===== config.mk =====
export PLATFORM = sky130hd
export DESIGN_NAME = envelope_follower
export DESIGN_NICKNAME = d
export VERILOG_FILES = /design/src/rtl/envelope_follower.sv
export SDC_FILE = /design/constraint.sdc
export NUM_CORES = 1
export LEC_CHECK = 0
export CAP_MARGIN = 15
export CELL_PAD_IN_SITES_DETAIL_PLACEMENT = 0
export CELL_PAD_IN_SITES_GLOBAL_PLACEMENT = 1
export CORE_UTILIZATION = 40
export CTS_CLUSTER_SIZE = 28
export DETAILED_ROUTE_END_ITERATION = 7
export PLACE_DENSITY_LB_ADDON = 0.1
export SKIP_CTS_REPAIR_TIMING = 1
export SLEW_MARGIN = 0
export SYNTH_ARGS = -nofsm -noshare
export SYNTH_HDL_FRONTEND = slang
export SYNTH_SLANG_ARGS = --single-unit

===== constraint.sdc =====
create_clock -name clk -period 7.8 [get_ports clk]
set_input_delay 1.56 -clock clk [delete_from_list [all_inputs] [get_ports clk]]
set_output_delay 1.56 -clock clk [all_outputs]
set_load 0.02 [all_outputs]

===== src/rtl/envelope_follower.sv =====
// Envelope follower: rectify -> attack/release smoothing -> hysteresis/hold gate.
// Optional peak tracker enabled by defining ENV_FOLLOWER_PEAK_EN.
module envelope_follower #(
    parameter int SAMPLE_BITS  = 12,
    parameter int HOLD_SAMPLES = 256
) (
    input  logic                          clk,
    input  logic                          rst,
    input  logic                          sample_valid,
    input  logic signed [SAMPLE_BITS-1:0] sample,
    input  logic [3:0]                    a,
    input  logic [3:0]                    r,
    input  logic [3:0]                    threshold,
`ifdef ENV_FOLLOWER_PEAK_EN
    input  logic                          peak_clr,
    output logic [7:0]                    peak,
`endif
    output logic [7:0]                    envelope,
    output logic                          env_valid,
    output logic                          gate
);

    localparam int CW = (HOLD_SAMPLES > 1) ? $clog2(HOLD_SAMPLES) : 1;
    localparam logic [CW-1:0] HOLD_INIT = CW'(HOLD_SAMPLES - 1);
    localparam logic [SAMPLE_BITS-1:0] MAG_MAX = {1'b0, {(SAMPLE_BITS-1){1'b1}}};

    typedef enum logic [1:0] {ST_CLOSED, ST_OPEN, ST_HOLD} gate_st_t;

    // [0] = stage-1 result valid, [1] = envelope valid (gate evaluates next edge)
    logic [1:0]             r_vld_pipe;
    logic [7:0]             r_target;
    logic [15:0]            r_env_acc;
    logic [7:0]             r_open_th;
    gate_st_t               r_state;
    logic [CW-1:0]          r_hold_cnt;

    logic [SAMPLE_BITS-1:0] w_mag;
    logic [15:0]            w_tgt16;
    logic [15:0]            w_diff;
    logic [15:0]            w_step;
    logic [15:0]            w_acc_nxt;
    logic [7:0]             w_close_th;
    gate_st_t               w_state_nxt;
    logic [CW-1:0]          w_hold_nxt;

    always_comb begin
        w_mag = $unsigned(sample);
        if (sample[SAMPLE_BITS-1]) begin
            if (sample[SAMPLE_BITS-2:0] == '0) w_mag = MAG_MAX;
            else                               w_mag = $unsigned(-sample);
        end
    end

    // Step is clamped to at least 1 so the accumulator always converges,
    // and never exceeds the distance so it cannot overshoot or wrap.
    always_comb begin
        w_tgt16   = {r_target, 8'h00};
        w_diff    = '0;
        w_step    = '0;
        w_acc_nxt = r_env_acc;
        if (w_tgt16 > r_env_acc) begin
            w_diff = w_tgt16 - r_env_acc;
            w_step = w_diff >> a;
            if (w_step == '0) w_step = 16'd1;
            w_acc_nxt = r_env_acc + w_step;
        end else if (w_tgt16 < r_env_acc) begin
            w_diff = r_env_acc - w_tgt16;
            w_step = w_diff >> r;
            if (w_step == '0) w_step = 16'd1;
            w_acc_nxt = r_env_acc - w_step;
        end
    end

    always_ff @(posedge clk) begin
        if (rst) begin
            r_vld_pipe <= '0;
            r_target   <= '0;
            r_env_acc  <= '0;
            r_open_th  <= '0;
            envelope   <= '0;
        end else begin
            r_vld_pipe <= {r_vld_pipe[0], sample_valid};
            if (sample_valid) r_target <= w_mag[SAMPLE_BITS-2 -: 8];
            if (r_vld_pipe[0]) begin
                r_env_acc <= w_acc_nxt;
                envelope  <= w_acc_nxt[15:8];
                r_open_th <= {threshold, 4'b0000};
            end
        end
    end

    assign env_valid  = r_vld_pipe[1];
    assign w_close_th = (r_open_th >= 8'd8) ? (r_open_th - 8'd8) : 8'd0;

    always_ff @(posedge clk) begin
        if (rst) begin
            r_state    <= ST_CLOSED;
            r_hold_cnt <= '0;
        end else begin
            r_state    <= w_state_nxt;
            r_hold_cnt <= w_hold_nxt;
        end
    end

    always_comb begin
        w_state_nxt = r_state;
        w_hold_nxt  = r_hold_cnt;
        if (env_valid) begin
            case (r_state)
                ST_CLOSED: if (envelope >= r_open_th) w_state_nxt = ST_OPEN;
                ST_OPEN: begin
                    if (envelope < w_close_th) begin
                        w_state_nxt = ST_HOLD;
                        w_hold_nxt  = HOLD_INIT;
                    end
                end
                ST_HOLD: begin
                    if (envelope >= r_open_th)  w_state_nxt = ST_OPEN;
                    else if (r_hold_cnt == '0)  w_state_nxt = ST_CLOSED;
                    else                        w_hold_nxt  = r_hold_cnt - CW'(1);
                end
                default: w_state_nxt = ST_CLOSED;
            endcase
        end
    end

    assign gate = (r_state != ST_CLOSED);

`ifdef ENV_FOLLOWER_PEAK_EN
    // A clear coinciding with a fresh envelope restarts the peak from that envelope.
    always_ff @(posedge clk) begin
        if (rst) begin
            peak <= '0;
        end else if (r_vld_pipe[0]) begin
            if (peak_clr || (w_acc_nxt[15:8] > peak)) peak <= w_acc_nxt[15:8];
        end else if (peak_clr) begin
            peak <= '0;
        end
    end
`endif

endmodule

==> metrics.txt, run 1 <==
Tmin final=between 7 and 8 ns; share of cells above drive strength 1=0.1232; CP startpoint kind=input port; GRT overflow=0; share of synthesized cell area in and, or, nand and nor gates=0.2588; final count of hold timing violations=0; Via Count=~6,300; largest net degree at the start of global routing=44; WP data required=roughly 8.0 ns; Initial Util=0.4091; Pins Over Slew Limit=0; first-pass GRT wire length=30,980 um; Main synth FF type=dfxtp_1; post-synth top area cell=dfxtp_1; vias in the first global route=5,843; # fillers=~1,500; Core ar.=14,530 um^2; H-tree levels=2; status=complete, no violations; routed length per instance=a little under 20 um; std cell rows=44; Internal=1.523 mW; Max VDD drop=0.0001577 V; P_sw=about 1.7 mW; Final setup violation count=0; Synth Net Count=roughly 890; fmax=between 100 and 150 MHz; vias per inst=6.116; ant diodes=0; drt total wl=about 20,000 um; Pwr Density=between 400 and 500 nW/um^2; largest family of logic cells by synthesized area=compound AO/OA/AOI/OAI gates; LEAKAGE=roughly 2.7 nW; CTS max path bufs=2; RePlAce Congestion=~0.95; DRC viols=0; Post-Synthesis Cells=~820; Worst slew margin=0.5277; I/O pin cnt=37; Post-Synth Adder-Cell Area=0.09722; EDFF count, synth=0; Reg power frac=0.097; clk sinks=40; Clk pwr share=0.077; Crit path arrival time=7.62 ns; Seq/Total Area, Yosys=0.1347; final cycle utilization of the critical path=0.9532; FF+latch count, synth=40; Worst Max-Slew Pin Slew=between 0.7 and 0.8 ns; initial detailed-routing violation count=384; mux contribution to synthesized area=0.07407; Worst Hold Class=flop to flop; Post-Syn Area=between 5000 and 6000 um^2; IO buf count=36; post-synthesis xor/xnor area fraction=0.05156; fin area=6825 um^2; Yosys top cell area share=0.1347; Clock Latency Late Sink=between 0.2 and 0.3 ns; setup_tns=0 ns; GRT Total Usage=0.2642; most common cell after layout, fill and taps aside=nor2_1; Reg2Reg Setup Slack=around 0.59 ns; TritonCTS clock tree=yes; Reg clk slew, reported paths=around 0.060 ns; Final Skew=around 0.0037 ns; CTS Root Cell=clkbuf_16; Max FO, Critical Path=21; fraction of registers with async set/reset=0; post-synthesis compound-gate area fraction=0.3093; chip height=123.9 um; most frequent cells in the layout=nor2_1 (71), nand2_1 (70), a21oi_1 (68), inv_1 (46), buf_4 (45); Final nets=923; YS warnings=0; crit path kind=input port to flop; DR pass1 iterations=5; full die area=around 15,000 um^2; Final ANT Viol Nets=0; Die Wd=approximately 120 um; max cap viols=0; Logic pwr share=0.826; post-DP HPWL=between 15,000 and 20,000 um; TritonCTS Buffers=5; DP Area=6640 um^2; Avg Inst Size Synth=between 7 and 8 um^2; Sw Share=0.5312; post-synth cell types=85; endpoint type of the worst setup path=flop; Synth area leaders=dfxtp_1 (13%), ha_1 (9.0%), a21oi_1 (5.8%); Area Growth Syn to Fin=14.79%; initial antenna violation count=0; RSZ-0062 raised after global routing=no
## critical path, stage by stage
cell,delay (ns)
clkdlybuf4s50_1,0.49
buf_6,0.21
nor2b_1,0.15
o21ai_0,0.18
o211ai_1,0.13
or2_2,0.29
a31oi_1,0.18
o21ai_0,0.14
o221a_1,0.32
or3_4,0.39
and2b_1,0.21
a21oi_1,0.09
ha_1,0.28
mux2i_1,0.10
fa_1,0.46
a21o_1,0.17
a21oi_1,0.21
o21bai_1,0.11
a21oi_2,0.21
nor2b_1,0.08
o21a_1,0.19
o31a_1,0.26
o41ai_1,0.33
o21ai_0,0.18
or4b_2,0.61
o311ai_0,0.10
## power groups by stage
stage | combinational (mW) | sequential (mW) | clock (mW)
6_report | 2.69 | 0.314 | 0.251
5_1_grt | 2.92 | 0.317 | 0.262
4_1_cts | 2.64 | 0.315 | 0.261
3_5_place_dp | 2.62 | 0.319 | 0
3_3_place_gp | 2.61 | 0.317 | 0
2_1_floorplan | 1.90 | 0.297 | 0
## kinds of logic after synthesis
| group | count (synthesis) |
|---|---|
| flops | 40 |
| fa+ha+maj | 45 |
| mux | 35 |
| simple gates | 290 |
| buf+inv | 104 |
| compound gates | 268 |
| xor+xnor | 35 |
## final cells by class
cell class,instances,area (um^2),share of cell area
Clock inverter,2,38.79,0.005683
Clock buffer,6,138.9,0.02035
Multi-Input combinational cell,673,4707,0.6896
Inverter,48,180.2,0.02640
Sequential cell,40,800.8,0.1173
Timing Repair Buffer,83,729.5,0.1069
Tap cell,184,230.2,0.03373
## through the flow
step	hold slack, ns	total power [mW]	setup WS (ns)	util	cells
finish	0.4810	3.250	0.3652	0.4696	1036
global route	0.5149	3.502	0.02321	0.4696	1036
CTS	0.4813	3.216	0.2967	0.4691	1036
detailed placement	0.4745	2.941	0.01069	0.4569	1028
global placement	0.4695	2.930	0.1147	0.4569	1028
floorplan	0.4500	2.194	0.5798	-	817
## cell usage after synthesis, types with 4 or more instances
library cell and count:
mux4_2 6, or3_1 8, a211oi_1 29, and2_1 9
nand4_1 9, ha_1 43, o221ai_1 4, or4_1 4
nor3b_1 8, a31oi_1 19, a2111oi_0 4, xor2_1 19
nand3_1 22, o21ai_0 42, nand2_1 70, nor3_1 18
and3_1 6, a21oi_1 69, or2_2 7, a32oi_1 6
buf_2 4, inv_1 46, buf_1 4, o21a_1 9
nor4_1 10, mux2_2 12, nand3b_1 4, buf_4 8
nor2b_1 13, o31ai_1 6, a22o_1 4, nor2_1 71
nand2b_1 11, o211a_1 4, clkbuf_1 37, xnor2_1 16
dfxtp_1 40, mux2i_1 17, a21o_1 15, o211ai_1 7
## path summary, 6_finish.rpt
kind / from / end / depth (start not counted)
setup / recovery: a[0] / r_env_acc[14]$_SDFFE_PP0P_ / 26
hold reg to reg: r_target[7]$_SDFFE_PP0P_ / r_target[7]$_SDFFE_PP0P_ / 2
hold / removal: r_target[7]$_SDFFE_PP0P_ / r_target[7]$_SDFFE_PP0P_ / 2
setup reg to reg: r_env_acc[10]$_SDFFE_PP0P_ / r_env_acc[14]$_SDFFE_PP0P_ / 29
## sequential cells by signal, indices dropped and copies added, names as in the netlist
name	flops
r_env_acc	16
r_open_th	4
r_vld_pipe	2
r_hold_cnt	8
r_target	8
r_state	2
## routing by layer
metal  GRT usage  share of wire
met1      0.3326           0.44
met2      0.4531           0.48
met3     0.02976          0.043
met4      0.1138          0.039
met5           0              0
Note: power is estimated with default switching activity, not from simulation.
==> run 2, diff against run 1 <==
--- a/config.mk
+++ b/config.mk
@@ -11,6 +11,7 @@
 export CORE_UTILIZATION = 40
 export CTS_CLUSTER_SIZE = 28
 export DETAILED_ROUTE_END_ITERATION = 7
+export GPL_TIMING_DRIVEN = 1
 export PLACE_DENSITY_LB_ADDON = 0.1
 export SKIP_CTS_REPAIR_TIMING = 1
 export SLEW_MARGIN = 0
==> results of run 2 <==
Same layout as run 1: the final DEF is identical, and so are final timing and power.
